==> src/rtl/chunked_seq_adder_pkg.sv <==
// Shared types and sizing helpers for the chunked sequential adder.
package chunked_seq_adder_pkg;

   typedef enum logic [1:0] {StIdle, StBusy, StDone} state_t;

   function automatic int unsigned num_chunks(input int unsigned width, input int unsigned chunk);
      return (chunk == 0) ? 1 : width / chunk;
   endfunction

   // Chunk index counter needs at least one bit even when NCHUNK == 1.
   function automatic int unsigned idx_width(input int unsigned nchunk);
      return (nchunk > 1) ? $clog2(nchunk) : 1;
   endfunction

endpackage

==> src/rtl/chunked_seq_adder_chunk_fa.sv <==
// Combinational CHUNK-bit adder slice; also exposes the carry into its MSB for overflow detection.
module chunk_fa #(
   parameter int unsigned CHUNK = 4
) (
   input  logic [CHUNK-1:0] a,
   input  logic [CHUNK-1:0] b,
   input  logic             cin,
   output logic [CHUNK-1:0] sum,
   output logic             cout,
   output logic             c_msb
);

   always_comb begin
      {cout, sum} = {1'b0, a} + {1'b0, b} + {{CHUNK{1'b0}}, cin};
      // Sum bit is a^b^carry_in, so the carry into the MSB falls out directly.
      c_msb = a[CHUNK-1] ^ b[CHUNK-1] ^ sum[CHUNK-1];
   end

endmodule

==> src/rtl/chunked_seq_adder.sv <==
// Multi-cycle WIDTH-bit adder, CHUNK bits per clock through one slice, valid/ready on both sides.
// Optional subtract mode and signed-overflow output under `define CHUNKED_SEQ_ADDER_SUB_EN.
module chunked_seq_adder
   import chunked_seq_adder_pkg::*;
#(
   parameter int unsigned WIDTH = 16,
   parameter int unsigned CHUNK = 4
) (
   input  logic             clk,
   input  logic             rst,
   input  logic             in_valid,
   output logic             in_ready,
   input  logic [WIDTH-1:0] a,
   input  logic [WIDTH-1:0] b,
   input  logic             cin,
`ifdef CHUNKED_SEQ_ADDER_SUB_EN
   input  logic             sub,
   output logic             ovf,
`endif
   output logic             out_valid,
   input  logic             out_ready,
   output logic [WIDTH-1:0] sum,
   output logic             cout,
   output logic             busy
);

   localparam int unsigned NCHUNK = num_chunks(WIDTH, CHUNK);
   localparam int unsigned IW     = idx_width(NCHUNK);
   localparam logic [IW-1:0]    LastIdx   = IW'(NCHUNK - 1);
   localparam logic [WIDTH-1:0] ChunkMask = WIDTH'({CHUNK{1'b1}});

   if (CHUNK == 0 || CHUNK > WIDTH || (WIDTH % CHUNK) != 0) begin : g_cfg_check
      $error("chunked_seq_adder: WIDTH must be a non-zero multiple of CHUNK");
   end

   state_t           state_q, state_d;
   logic [IW-1:0]    idx_q, idx_d;
   logic             carry_q, carry_d;
   logic [WIDTH-1:0] accum_q, accum_d;
   logic [WIDTH-1:0] a_q, a_d, b_q, b_d;
   logic [WIDTH-1:0] sum_q, sum_d;
   logic             cout_q, cout_d;

   logic [WIDTH-1:0] b_eff;
   logic             cin_eff;
   logic [31:0]      base;
   logic [CHUNK-1:0] sl_a, sl_b, sl_sum;
   logic             sl_cout, msb_carry;

`ifdef CHUNKED_SEQ_ADDER_SUB_EN
   logic ovf_q, ovf_d;
   // a - b - cin == a + ~b + ~cin
   assign b_eff   = sub ? ~b : b;
   assign cin_eff = sub ^ cin;
   assign ovf     = ovf_q;
`else
   logic unused_msb_carry;
   assign b_eff            = b;
   assign cin_eff          = cin;
   assign unused_msb_carry = msb_carry;
`endif

   assign base = idx_q * CHUNK;
   assign sl_a = CHUNK'(a_q >> base);
   assign sl_b = CHUNK'(b_q >> base);

   chunk_fa #(
      .CHUNK (CHUNK)
   ) u_slice (
      .a     (sl_a),
      .b     (sl_b),
      .cin   (carry_q),
      .sum   (sl_sum),
      .cout  (sl_cout),
      .c_msb (msb_carry)
   );

   always_comb begin
      state_d = state_q;
      idx_d   = idx_q;
      carry_d = carry_q;
      accum_d = accum_q;
      a_d     = a_q;
      b_d     = b_q;
      sum_d   = sum_q;
      cout_d  = cout_q;
`ifdef CHUNKED_SEQ_ADDER_SUB_EN
      ovf_d   = ovf_q;
`endif
      unique case (state_q)
         StIdle: begin
            if (in_valid) begin
               a_d     = a;
               b_d     = b_eff;
               carry_d = cin_eff;
               idx_d   = '0;
               state_d = StBusy;
            end
         end
         StBusy: begin
            accum_d = (accum_q & ~(ChunkMask << base)) | (WIDTH'(sl_sum) << base);
            carry_d = sl_cout;
            if (idx_q == LastIdx) begin
               sum_d   = accum_d;
               cout_d  = sl_cout;
`ifdef CHUNKED_SEQ_ADDER_SUB_EN
               ovf_d   = msb_carry ^ sl_cout;
`endif
               state_d = StDone;
            end else begin
               idx_d = idx_q + 1'b1;
            end
         end
         StDone: begin
            if (out_ready) state_d = StIdle;
         end
         default: state_d = StIdle;
      endcase
   end

   always_ff @(posedge clk or posedge rst) begin
      if (rst) begin
         state_q <= StIdle;
         idx_q   <= '0;
         carry_q <= 1'b0;
         accum_q <= '0;
         a_q     <= '0;
         b_q     <= '0;
         sum_q   <= '0;
         cout_q  <= 1'b0;
`ifdef CHUNKED_SEQ_ADDER_SUB_EN
         ovf_q   <= 1'b0;
`endif
      end else begin
         state_q <= state_d;
         idx_q   <= idx_d;
         carry_q <= carry_d;
         accum_q <= accum_d;
         a_q     <= a_d;
         b_q     <= b_d;
         sum_q   <= sum_d;
         cout_q  <= cout_d;
`ifdef CHUNKED_SEQ_ADDER_SUB_EN
         ovf_q   <= ovf_d;
`endif
      end
   end

   assign in_ready  = (state_q == StIdle);
   assign out_valid = (state_q == StDone);
   assign busy      = (state_q != StIdle);
   assign sum       = sum_q;
   assign cout      = cout_q;

endmodule

==> config.mk <==
export PLATFORM = sky130hd
export DESIGN_NAME = chunked_seq_adder
export DESIGN_NICKNAME = d
export VERILOG_FILES = /design/src/rtl/chunked_seq_adder_pkg.sv /design/src/rtl/chunked_seq_adder_chunk_fa.sv /design/src/rtl/chunked_seq_adder.sv
export SDC_FILE = /design/constraint.sdc
export NUM_CORES = 1
export LEC_CHECK = 0
export CAP_MARGIN = 0
export CORE_ASPECT_RATIO = 0.8
export CORE_UTILIZATION = 47
export CTS_BUF_LIST = sky130_fd_sc_hd__clkbuf_4 sky130_fd_sc_hd__clkbuf_8 sky130_fd_sc_hd__clkbuf_16
export CTS_CLUSTER_DIAMETER = 50
export CTS_CLUSTER_SIZE = 8
export DETAILED_ROUTE_END_ITERATION = 8
export PLACE_DENSITY = 0.76
export REMOVE_ABC_BUFFERS = 1
export SETUP_SLACK_MARGIN = 0.15
export SYNTH_ARGS = -nofsm -noshare
export SYNTH_HDL_FRONTEND = slang
export SYNTH_SLANG_ARGS = --single-unit
==> constraint.sdc <==
create_clock -name clk -period 2.6 [get_ports clk]
set_input_delay 0.52 -clock clk [delete_from_list [all_inputs] [get_ports clk]]
set_output_delay 0.52 -clock clk [all_outputs]
set_load 0.05 [all_outputs]
==> impl_metrics.py <==
metrics = {
    "status": {
        "status": "finished clean",
    },
    "logic_synthesis": {
        "synth_cell_types": 45,
        "synth_xor_area_share_pct": 0.2770,
        "syn_area_um2": 3162,
        "synth_seq_area_share_pct": 52.24,
        "netlist_instances": 247,
        "synthAdderAreaFrac_pct": 4.036,
        "synth-edff-count": 0,
        "synth.mux.area_fraction_pct": 18.36,
        "synth_top_area_share_pct": 52.24,
        "yosys.area.top_type": "dfrtp_1",
        "async_flop_share_pct": 100.0,
        "syn-mean-instance-area_um2": 12.80,
        "yosys_warnings": 0,
        "synth_compound_area_share_pct": 9.854,
        "synth_area_leaders": "dfrtp_1 52%, mux2_2 9.6%, mux4_2 5.7%",
        "synthSimpleGateAreaFrac_pct": 9.972,
        "synth_flop_cell": "dfrtp_1",
        "ys_seq_elements": 66,
        "synth_top_family_by_area": "multiplexers",
    },
    "final_layout": {
        "fin_util_pct": 64.14,
        "n_antenna_cell": 0,
        "final_cell_area_um2": 4131,
        "multi_input_area_um2": 1401,
        "register_area_um2": 1653,
        "area_delta_synth_final_pct": 30.67,
        "num-fill-cells": 511,
        "layout-drive-gt1-share_pct": 24.69,
        "nets": 361,
    },
    "global_route": {
        "grt-ovfl-total": 0,
        "grt_pass1_vias": 2251,
        "groute.usage.overall_pct": 21.26,
        "grt_first_pass_wirelength_um": 10950,
        "grt_max_degree": 37,
        "antenna_found_initial": 0,
    },
    "timing": {
        "fin_crit_ns": 2.382,
        "finalWorstSetupSlack_ns": 0.2180,
        "worstMarginPinSlew_ns": 0.6616,
        "hold_viol": 0,
        "setup_viol": 0,
        "relSlewSlack_pct": 55.83,
        "timing.hold.ws_ns": 0.4865,
        "fin_crit_sh_pct": 91.62,
        "worst_clock_skew_ns": 0.01193,
        "report.final.slew_viol_count": 0,
        "max_freq_ghz": 0.4198,
        "rsz0062_at_grt": "true",
    },
    "drt": {
        "vias": 2213,
        "drt_iter0_drc": 112,
        "viasPerCell": 5.478,
        "drc": 0,
        "ant_nets": 0,
        "drt_first_pass_iters": 4,
        "routed_wl_um": 6481,
        "wire_per_inst_um": 16.04,
    },
    "cts": {
        "cts_tree": "yes",
        "cts_buffer_depth": 2,
        "clockRootBuffer": "clkbuf_8",
        "cts_made_buffers": 9,
        "ctsHoldBuffers": 0,
        "htreeDepth": 3,
        "clk_pin_slew_ns": 0.07,
        "clock-sinks": 66,
        "clk_latency_ns": 0.35,
    },
    "setup_path": {
        "crit_path_end_kind": "flop",
        "worst_setup_path_start_kind": "flop",
        "rrSetupSlack_ns": 0.22,
        "worst_ep_required_time_ns": 2.84,
        "cp-endpoint": "accum_q[3]",
        "r2r_start": "idx_q[0]",
        "crit_type": "reg2reg",
        "crit_fanout": 7,
        "r2r-end": "accum_q[3]",
        "startpoint": "idx_q[0]",
        "arrival_ns": 2.62,
        "r2r_cells": 6,
    },
    "run": {
        "maxCapViolations": 0,
    },
    "placed_design": {
        "dpl.hpwl_um": 4710,
        "port_buffers": 56,
        "placed_area_um2": 3842,
        "routabilityCongestion": 0.8456,
        "dp_slack_ns": 0.1115,
    },
    "die": {
        "die_w_um": 93.70,
        "num_rows": 26,
        "start_util_pct": 49.09,
        "fp.dieH_um": 75.36,
        "ioPinCount": 57,
        "dieArea_um2": 7061,
        "coreArea_um2": 6441,
    },
    "hold_path": {
        "hold_class": "reg2reg",
    },
}
## how the worst min path moves through the flow
stage | start | to | slack [ns] | cells after the start
after global routing | b_q[5] | b_q[5] | 0.52 | 1
final | sum[9] | sum[9] | 0.49 | 2
after global placement | sum[5] | sum[5] | 0.46 | 2
after floorplan | b_q[12] | b_q[12] | 0.45 | 1
after detailed placement | accum_q[3] | accum_q[3] | 0.48 | 1
after CTS | accum_q[3] | accum_q[3] | 0.49 | 1
## registers in the layout, summed over array words and instances (netlist names)
signal / count
carry_q: 1
b_q: 16
cout: 1
state_q: 2
sum: 16
idx_q: 2
accum_q: 12
a_q: 16
## stage by stage
stage	TNS (ns)	cells
after floorplan	-1.329	233
after global placement	0	387
after detailed placement	0	387
after CTS	0	403
after global routing	0	404
final	0	404
## layout make-up
type                       count  area share (%)
multi-input combinational    150           33.92
timing repair buffer          71           16.72
tap                           84           2.544
sequential                    66           40.01
inverter                      17           1.545
clock buffer                   9           2.998
clock inverter                 7           2.271
## worst max-delay path, cell delays in order (launching register included)
cell	delay, ns
dfrtp_1	0.43
buf_6	0.18
mux4_2	0.56
ha_4	0.26
and3_4	0.18
or3_4	0.40
a32o_1	0.27
## metal layers
| layer | track usage, % | routed length [µm] | up-vias |
|---|---|---|---|
| met3 | 7.485 | 317 | 7 |
| li1 | - | - | 1040 |
| met2 | 33.90 | 3012 | 66 |
| met4 | 6.154 | 62 | 0 |
| met1 | 27.96 | 3089 | 1100 |
| met5 | 0 | 0 | - |
## logic make-up (layout without fill, tap and decap cells)
family,Yosys count,count (layout)
DFF,66,66
xor gates and xnor gates,1,1
muxes,44,44
adders and majority gates,9,9
and+or+nand+nor,56,56
buffers and inverters,31,104
AOI/OAI and AO/OA,40,40
## cells in the mapped netlist, types with 4 or more instances
cell type,instances
a221oi_1,6
a22o_1,9
buf_2,4
buf_6,5
dfrtp_1,66
ha_1,7
inv_1,17
mux2_1,5
mux2_2,27
mux2i_1,4
mux4_2,8
nand2_1,11
nand3_1,4
nor2_1,14
nor2b_1,6
o21ai_0,7
## layout by cell type, fill, tap and decap left out, types with 2 or more instances in the layout
master / n
a221oi_1: 4
a221oi_2: 2
a22o_1: 9
a22oi_1: 3
a31oi_1: 2
a32o_1: 3
buf_4: 13
bufinv_16: 2
clkbuf_8: 9
clkdlybuf4s50_1: 54
clkinv_2: 2
clkinvlp_4: 2
dfrtp_1: 65
ha_1: 4
ha_4: 3
inv_1: 15
inv_2: 2
mux2_1: 5
mux2_2: 27
mux2i_1: 4
mux4_2: 8
nand2_1: 11
nand2b_1: 3
nand3_1: 4
nand3b_1: 3
nor2_1: 14
nor2b_1: 6
nor3_1: 3
o2111ai_1: 3
o21ai_0: 5
o21ai_1: 3
or4_1: 3
## timing repair
| item | CTS | global route |
|---|---|---|
| endpoints found under the setup margin | 6 | 12 |
| pin swaps | 0 | 0 |
| buffers inserted | 0 | 1 |
| gates resized for setup | 5 | 10 |
Power is left out: the tool's default activity adds up to more than one toggle a clock period on the data nets, which glitch-free logic cannot reach.
